<file path="src/rtl/rx_frame_des_pkg.sv">
// rx_frame_des_pkg: FSM states, header offsets, broadcast address and CRC-16 constants shared by the CDBUS receive path
package rx_frame_des_pkg;
  typedef enum logic [2:0] {S_IDLE, S_START, S_BITS, S_STOP, S_GAP, S_DROP} state_t;
  localparam int HDR_SRC = 0;
  localparam int HDR_DST = 1;
  localparam int HDR_LEN = 2;
  localparam int CRC_LEN = 2;
  localparam logic [7:0] BCAST = 8'hFF;
  localparam logic [15:0] CRC_POLY = 16'hA001;
  localparam logic [15:0] CRC_INIT = 16'hFFFF;
endpackage

</file>
<file path="src/rtl/serial_crc.sv">
// serial_crc: bit-serial reflected CRC-16 (clk, reset, clean re-inits, data_clk shifts data_in, crc is the running register)
module serial_crc
  import rx_frame_des_pkg::*;
(
  input  logic        clk,
  input  logic        reset,
  input  logic        clean,
  input  logic        data_clk,
  input  logic        data_in,
  output logic [15:0] crc
);
  always_ff @(posedge clk or posedge reset)
    if (reset) crc <= CRC_INIT;
    else if (clean) crc <= CRC_INIT;
    else if (data_clk) crc <= (crc >> 1) ^ ((crc[0] ^ data_in) ? CRC_POLY : 16'h0);
endmodule

</file>
<file path="src/rtl/rx_frame_des.sv">
// rx_frame_des: CDBUS rx deserializer (rx in -> wr_addr/wr_data/wr_en RAM writes, frame_ok/crc_err/rx_err pulses, bus_idle/tx_permit levels)
module rx_frame_des
  import rx_frame_des_pkg::*;
#(
  parameter int IDLE_TO_BITS = 16
) (
  input  logic        clk,
  input  logic        reset,
  input  logic [15:0] period_ls,
  input  logic [15:0] period_hs,
  input  logic [7:0]  filter,
  input  logic        user_crc,
  input  logic [1:0]  tx_wait_len,
  input  logic        rx,
  output logic [7:0]  wr_addr,
  output logic [7:0]  wr_data,
  output logic        wr_en,
  output logic        frame_ok,
  output logic        crc_err,
  output logic        rx_err,
  output logic        bus_idle,
  output logic        tx_permit
);
  state_t state, state_nx;
  logic hs, rx_prev, last;
  logic [15:0] cnt, icnt, crc, per;
  logic [7:0] nbit, shreg, len;
  logic [8:0] idx;
  logic [3:0] ibits;
  logic tick, half, fall, samp, wr, ferr, tout, close, reject, idle_now, crc_good;
  assign per = hs ? period_hs : period_ls;
  assign tick = cnt == per;
  assign half = cnt == (per >> 1);
  assign fall = rx_prev & ~rx;
  assign reject = filter != BCAST && shreg != filter && shreg != BCAST;
  assign idle_now = rx && state == S_IDLE;
  assign crc_good = user_crc || crc == 16'h0;
  serial_crc u_crc (
    .clk      (clk),
    .reset    (reset),
    .clean    (state == S_IDLE || state == S_DROP),
    .data_clk (samp && !user_crc),
    .data_in  (rx),
    .crc      (crc)
  );
  always_ff @(posedge clk or posedge reset)
    if (reset) state <= S_IDLE;
    else state <= state_nx;
  always_comb begin
    state_nx = state;
    samp = 1'b0;
    wr = 1'b0;
    ferr = 1'b0;
    tout = 1'b0;
    close = 1'b0;
    case (state)
      S_IDLE: state_nx = fall ? S_START : S_IDLE;
      S_START: state_nx = !half ? S_START : rx ? S_IDLE : S_BITS;
      S_BITS: begin
        samp = tick;
        state_nx = (tick && nbit == 8'd7) ? S_STOP : S_BITS;
      end
      S_STOP: begin
        wr = tick && rx;
        ferr = tick && !rx;
        state_nx = !tick ? S_STOP : (!rx || (idx == 9'(HDR_DST) && reject)) ? S_DROP : S_GAP;
      end
      S_GAP: begin
        close = last;
        tout = !last && !fall && tick && nbit == 8'(IDLE_TO_BITS - 1);
        state_nx = (close || tout) ? S_IDLE : fall ? S_START : S_GAP;
      end
      S_DROP: state_nx = (rx && tick && nbit == 8'd9) ? S_IDLE : S_DROP;
      default: state_nx = S_IDLE;
    endcase
  end
  always_ff @(posedge clk or posedge reset)
    if (reset) begin
      rx_prev <= 1'b1;
      cnt <= '0;
      nbit <= '0;
      shreg <= '0;
      len <= '0;
      idx <= '0;
      last <= 1'b0;
      hs <= 1'b0;
      icnt <= '0;
      ibits <= '0;
      wr_addr <= '0;
      wr_data <= '0;
      wr_en <= 1'b0;
      frame_ok <= 1'b0;
      crc_err <= 1'b0;
      rx_err <= 1'b0;
      bus_idle <= 1'b0;
      tx_permit <= 1'b0;
    end else begin
      rx_prev <= rx;
      cnt <= (state == S_IDLE || state_nx != state || tick || (state == S_DROP && !rx)) ? '0 : cnt + 16'd1;
      nbit <= (state_nx != state || (state == S_DROP && !rx)) ? '0 : tick ? nbit + 8'd1 : nbit;
      if (samp) shreg <= {rx, shreg[7:1]};
      wr_en <= wr;
      rx_err <= ferr || tout;
      frame_ok <= close && crc_good;
      crc_err <= close && !crc_good;
      if (wr) begin
        wr_addr <= idx[7:0];
        wr_data <= shreg;
        idx <= idx + 9'd1;
        last <= idx == {1'b0, len} + 9'(HDR_LEN + CRC_LEN);
      end
      if (wr && idx == 9'(HDR_LEN)) len <= shreg;
      if (state == S_IDLE) begin
        idx <= '0;
        last <= 1'b0;
      end
      hs <= (state_nx == S_IDLE || state_nx == S_DROP) ? 1'b0 : (wr && idx == 9'(HDR_SRC)) ? 1'b1 : hs;
      icnt <= (!idle_now || icnt == period_ls) ? '0 : icnt + 16'd1;
      ibits <= !idle_now ? '0 : (icnt == period_ls && ibits != 4'hF) ? ibits + 4'd1 : ibits;
      tx_permit <= idle_now && ibits >= 4'd10 + {2'b00, tx_wait_len};
      bus_idle <= idle_now;
    end
endmodule

</file>
<file path="config.mk">
export PLATFORM = sky130hd
export DESIGN_NAME = rx_frame_des
export DESIGN_NICKNAME = d
export VERILOG_FILES = /design/src/rtl/rx_frame_des_pkg.sv /design/src/rtl/serial_crc.sv /design/src/rtl/rx_frame_des.sv
export SDC_FILE = /design/constraint.sdc
export NUM_CORES = 1
export LEC_CHECK = 0
export BUFFER_PORTS_ARGS = -buffer_cell sky130_fd_sc_hd__buf_2
export CELL_PAD_IN_SITES_DETAIL_PLACEMENT = 1
export CELL_PAD_IN_SITES_GLOBAL_PLACEMENT = 1
export CORE_MARGIN = 3
export CORE_UTILIZATION = 46
export CTS_CLUSTER_SIZE = 16
export DETAILED_ROUTE_END_ITERATION = 10
export HOLD_SLACK_MARGIN = 0.15
export PLACE_DENSITY_LB_ADDON = 0.1
export SLEW_MARGIN = 20
export SYNTH_ARGS = -nofsm -noshare
export SYNTH_HDL_FRONTEND = slang
export SYNTH_SLANG_ARGS = --single-unit
</file>
<file path="constraint.sdc">
create_clock -name clk -period 4.3 [get_ports clk]
set_input_delay 0.86 -clock clk [delete_from_list [all_inputs] [get_ports clk]]
set_output_delay 0.86 -clock clk [all_outputs]
set_load 0.02 [all_outputs]
</file>
### After elaboration in Yosys (flattened, before gate mapping)

Index checks and enable logic that the tools add are counted.
W data, S select, Z words.

| word-level totals | value |
|---|---|
| flip-flop bits (word level) | 113 |

| operators by class | value |
|---|---|
| add/subtract/negate cells | 7 |
| magnitude comparators | 1 |
| eq/ne operators | 21 |
| multiplexer cells | 31 |
| bitwise operators | 4 |
| reductions and logical operators | 44 |

Operators by type and width:

| operator | count |
|---|---|
| $mux W16 | 6 |
| $add A16 B1 Y16 const B | 2 |
| $eq A16 B16 Y1 | 2 |
| $logic_and A1 B1 Y1 | 19 |
| $mux W9 | 2 |
| $pmux W3 S6 | 1 |
| $eq A16 B15 Y1 | 1 |
| $eq A8 B4 Y1 const B | 2 |
| $logic_not A16 Y1 | 1 |
| $mux W8 | 2 |
| $ne A8 B8 Y1 const B | 2 |
| $xor A15 B16 Y16 | 1 |
| $mux W1 | 12 |
| $mux W3 | 4 |
| $logic_or A1 B1 Y1 | 11 |
| $add A8 B3 Y9 const B | 1 |
| $add A9 B1 Y9 const B | 1 |
| $eq A3 B3 Y1 const B | 3 |
| $eq A9 B1 Y1 const B | 1 |
| $eq A9 B2 Y1 const B | 1 |
| $eq A9 B9 Y1 | 1 |
| $logic_not A9 Y1 | 1 |
| $add A8 B1 Y8 const B | 1 |
| $eq A8 B3 Y1 const B | 1 |
| 17 further kinds | 29 |

### Depth between registers and ports, before layout

| depth | value |
|---|---|
| depth after elaboration | 14 |
| depth in mapped cells | 11 |
| depth with buffers taken out | 10 |

### By module

A second synthesis with hierarchy kept.

| second synthesis, totals | value |
|---|---|
| cell total of the unflattened synthesis | 643 |
| area, all modules | 6688.9 sq um |

By module, submodules not included:

| module | times used | cells an instance | area an instance (sq um) | sequential area each (sq um) |
|---|---|---|---|---|
| rx_frame_des | 1 | 586 | 5984.5 | 2428.6 |
| serial_crc | 1 | 57 | 704.4 | 420.4 |

### Worst setup path before layout

No wires, ideal clock.

| timing path | value |
|---|---|
| path type | input to register |
| start | in period_hs[13] |
| end | reg nbit[1] |
| library setup time | 0.107 ns |
| arrival | 2.934 ns |
| required time | 4.193 ns |
| setup slack | 1.259 ns |
| stages | 8 |
| buffers on the path | 0 |
| cells stage by stage | mux2i_1 xnor2_1 nor4_1 nand4_2 a2bb2oi_1 a211oi_2 mux2_4 a2111oi_4 |

| on the way | value |
|---|---|
| word-level cells in the longest chain between the ends | 10 |

Ends and longest elaborated chain:

| element | RTL line | text |
|---|---|---|
| from (decl) | rx_frame_des.sv:10 | `input logic [15:0] period_hs,` |
| $mux W16 * | rx_frame_des.sv:31 | `assign per = hs ? period_hs : period_ls;` |
| $eq A16 B16 Y1 | rx_frame_des.sv:32 | `assign tick = cnt == per;` |
| $logic_and A1 B1 Y1 (2 in a row) | rx_frame_des.sv:70 | `tout = !last && !fall && tick && nbit == 8'(IDLE_TO_BITS - 1);` |
| $logic_or A1 B1 Y1 | rx_frame_des.sv:71 | `state_nx = (close \|\| tout) ? S_IDLE : fall ? S_START : S_GAP;` |
| $mux W3 | rx_frame_des.sv:71 |  |
| $pmux W3 S6 | rx_frame_des.sv:56 | `case (state)` |
| $ne A3 B3 Y1 | rx_frame_des.sv:100 | `nbit <= (state_nx != state \|\| (state == S_DROP && !rx)) ? '0 : tick ? nbit + 8'd1 : nbit;` |
| $logic_or A1 B1 Y1 | rx_frame_des.sv:100 |  |
| $mux W8 or $reduce_bool A2 Y1 (tied branches) | - |  |
| to (signal assigned) | rx_frame_des.sv:100 |  |
| to (decl) | rx_frame_des.sv:27 | `logic [7:0] nbit, shreg, len;` |

Mark *: on every way between the ends. The rest lies on a longest branch, timed or not.
A chain may end at the register's enable or synchronous reset.

### Worst setup path in the final report

| timing path | value |
|---|---|
| start | reg hs |
| end | reg nbit[1] |

| on the way | value |
|---|---|
| word-level cells in the longest chain between the ends | 10 |

Ends and longest elaborated chain:

| element | RTL line | text |
|---|---|---|
| from (decl) | rx_frame_des.sv:25 | `logic hs, rx_prev, last;` |
| from (signal assigned) | rx_frame_des.sv:117 | `hs <= (state_nx == S_IDLE \|\| state_nx == S_DROP) ? 1'b0 : (wr && idx == 9'(HDR_SRC)) ? 1'b1 : hs;` |
| $mux W16 * | rx_frame_des.sv:31 |  |
| $eq A16 B16 Y1 | rx_frame_des.sv:32 |  |
| $logic_and A1 B1 Y1 (2 in a row) | rx_frame_des.sv:70 |  |
| $logic_or A1 B1 Y1 | rx_frame_des.sv:71 |  |
| $mux W3 | rx_frame_des.sv:71 |  |
| $pmux W3 S6 | rx_frame_des.sv:56 |  |
| $ne A3 B3 Y1 | rx_frame_des.sv:100 |  |
| $logic_or A1 B1 Y1 | rx_frame_des.sv:100 |  |
| $mux W8 or $reduce_bool A2 Y1 (tied branches) | - |  |

Marked as above.

==> impl_metrics.csv <==
group,metric,value,unit
timing,hold_ws,0.495,ns
placed_design,dp_slack,0.781,ns
finish,stdcell_area,7360,um^2
routing,wl_per_cell,18.1,um
synth,synth_flop_cell,"dfrtp_1",
floorplan,rows,42,
finish,final_cell_mix,"dfrtp_1, buf_2, nand2_1, xnor2_1, xor2_1",
setup_path,crit_arrival,3.60,ns
synth,ys_types,51,
power_and_ir_drop,ir_worst_vdd,0.261,mV
clock_tree,cts.sinks,113,
routing,drtIter0Drc,238,
synth,synth_nets,684,
setup_path,critPathKind,"reg2reg",
placed_design,port_buffers,67,
global_route,grt_pass1_wl,26500,um
clock_tree,cts_tree,"yes",
setup_path,worst-r2r-cell-count,10,
job,maxCapViolations,0,
synth,synth_seq_area_share,45.2,%
placed_design,dp_hpwl,11500,um
power_and_ir_drop,p_per_area,341,nW/um^2
timing,setup_viol,0,
synth,synth_largest_area_cell,"dfrtp_1",
finish,antennaDiodeCount,0,
synth,netlist_instances,625,
timing,fin_crit,3.29,ns
synth,synth-seq-cells,113,
timing,finClkSkew,0.0143,ns
clock_tree,clk_latency,0.42,ns
setup_path,cp-end-kind,"flip-flop",
clock_tree,cts_resized,0,
synth,syn_area,6310,um^2
routing,routed_wl,15800,um
global_route,grt_overflow_total,0,
floorplan,ios,68,
routing,dr.pass1.iters,4,
floorplan,die_h,123,um
synth,syn_area_per_cell,10.1,um^2
timing,hold_violations,0,
synth,synthArstFlopShare,100,%
global_route,first_global_vias,5255,
finish,fillers,1486,
timing,layout_setup_ws,1.01,ns
finish,final_common_cell,"dfrtp_1",
setup_path,worst_ep_required_time,4.60,ns
power_and_ir_drop,p_leak,0.00325,uW
routing,via_per_inst,5.51,
setup_path,critPathMaxFanout,17,
placed_design,placed_cell_area,6810,um^2
worst_hold_path,hold_class,"reg2reg",
global_route,grt_usage,22.4,%
floorplan,die-area,15200,um^2
finish,syn2layout_area_growth,16.7,%
floorplan,die_x,123,um
finish,nets,749,
timing,tns,0,ns
timing,relSlewSlack,31.1,%
clock_tree,postCtsSetupRepairBufs,0,
synth,yosysWarnings,0,
clock_tree,cts_max_level,4,
synth,synth_top_area_share,38.1,%
routing,dr_total_vias,4829,
synth,synthTopCellsByArea,"dfrtp_1, xnor2_1, dfstp_2, xor2_1, mux2_2",
synth,synth-edff-count,0,
timing,max_freq,0.304,GHz
clock_tree,cts_buffers,17,
setup_path,cp-start-kind,"flip-flop",
routing,route.detailed.drc,0,
clock_tree,clockRootBuffer,"clkbuf_16",
timing,timing_max_transition_violations_final,0,
worst_hold_path,worstHoldPathCells,2,
status,status,"finished clean",
routing,ant_nets,0,
clock_tree,cts.path.max_buffers,2,
floorplan,core,13300,um^2
floorplan,start_util,47.3,%
global_route,antenna_found_initial,0,
placed_design,gp_congestion,0.906,
timing,period_share,76.6,%
timing,grt_setup_unrepaired,"no",
finish,final_util,55.2,%
global_route,grt_max_degree,60,
clock_tree,clk_pin_slew_worst_paths,0.05,ns
timing,worst_pin_slew,1.03,ns
finish,drive_gt1_share,24.7,%
clock_tree,ctsHoldBuffers,0,
==> flip-flops by register name, summed over array words and instances (netlist names), 4 cells and up <==
signal and count:
nbit 8, wr_data 8, idx 9, u_crc.crc 16
cnt 16, shreg 8, len 8, icnt 16
wr_addr 8, ibits 4
==> per-stage QoR <==
stage	cells	total power, uW
after floorplan	625	1160
after global placement	847	1200
after detailed placement	847	1210
after CTS	876	2550
after global routing	876	2610
final	876	2510
==> worst max-delay path, cell delays in order, from the launching register on <==
cell and delay (ns):
dfrtp_1 0.35, buf_4 0.30, mux2i_1 0.36, xnor2_1 0.10, nor4_1 0.41, nand4_2 0.14, buf_4 0.23, a2bb2oi_1 0.20
a211oi_2 0.37, mux2_4 0.39, a2111oi_4 0.31
==> area by class of cell <==
| cell class | instances | area, um^2 | area share [%] |
|---|---|---|---|
| Clock buffer | 18 | 439 | 5.96 |
| Clock inverter | 11 | 118 | 1.60 |
| Inverter | 14 | 55.1 | 0.748 |
| Multi-Input combinational cell | 468 | 3270 | 44.4 |
| Sequential cell | 113 | 2850 | 38.7 |
| Tap cell | 176 | 220 | 2.99 |
| Timing Repair Buffer | 76 | 415 | 5.64 |
==> path summary, 6_finish.rpt <==
path | end | startpoint | slack [ns]
min in group asynchronous | bus_idle$_DFF_PP0_ | reset | 0.56
hold / removal | u_crc.crc[8]$_DFFE_PP1P_ | u_crc.crc[9]$_DFFE_PP1P_ | 0.50
max in group asynchronous | u_crc.crc[15]$_DFFE_PP1P_ | reset | 2.93
hold reg to reg | u_crc.crc[8]$_DFFE_PP1P_ | u_crc.crc[9]$_DFFE_PP1P_ | 0.50
setup / recovery | nbit[1]$_DFFE_PP0P_ | hs$_DFFE_PP0P_ | 1.01
setup reg to reg | nbit[1]$_DFFE_PP0P_ | hs$_DFFE_PP0P_ | 1.01
==> cells in the mapped netlist (2+ instances only) <==
library cell	n
and3_1	11
nor2_2	2
a2bb2oi_1	2
ha_1	13
nor2b_1	3
mux2_2	33
buf_6	3
a2111oi_4	2
dfstp_2	17
o211ai_1	3
nor2_1	43
o21ai_0	14
dfrtp_1	96
xor2_1	47
or3_1	10
mux2i_1	11
nor4_1	31
a31oi_1	2
a211oi_1	3
nand2_1	60
nor3_1	19
a21oi_1	15
buf_2	3
inv_1	13
clkbuf_1	23
nand3_1	43
or4_1	3
mux2i_2	5
nand4_1	14
xnor2_1	60
==> power breakdown <==
| group | switching [uW] | leakage, uW | total (uW) | internal, uW |
|---|---|---|---|---|
| logic | 65.7 | 0.00147 | 112 | 46.4 |
| registers | 5.37 | 0.00151 | 1070 | 1070 |
| clock network | 476 | 0.000273 | 1330 | 851 |
==> logic make-up after synthesis <==
logic type | synth area share (%)
flops | 45.2
buf+inv | 3.03
compound gates | 6.01
fa+ha+maj | 2.58
simple gates | 19.4
mux | 8.97
xor+xnor | 14.9
==> routing by layer <==
metal | global-route usage, % | routed length (um) | vias to the layer above
met5 | 0 | 0 | -
met4 | 6.71 | 148 | 0
met3 | 5.03 | 421 | 16
met2 | 36.3 | 7720 | 63
met1 | 30.1 | 7550 | 2430
li1 | - | - | 2320
No activity file was read; power rests on OpenSTA's default activity.
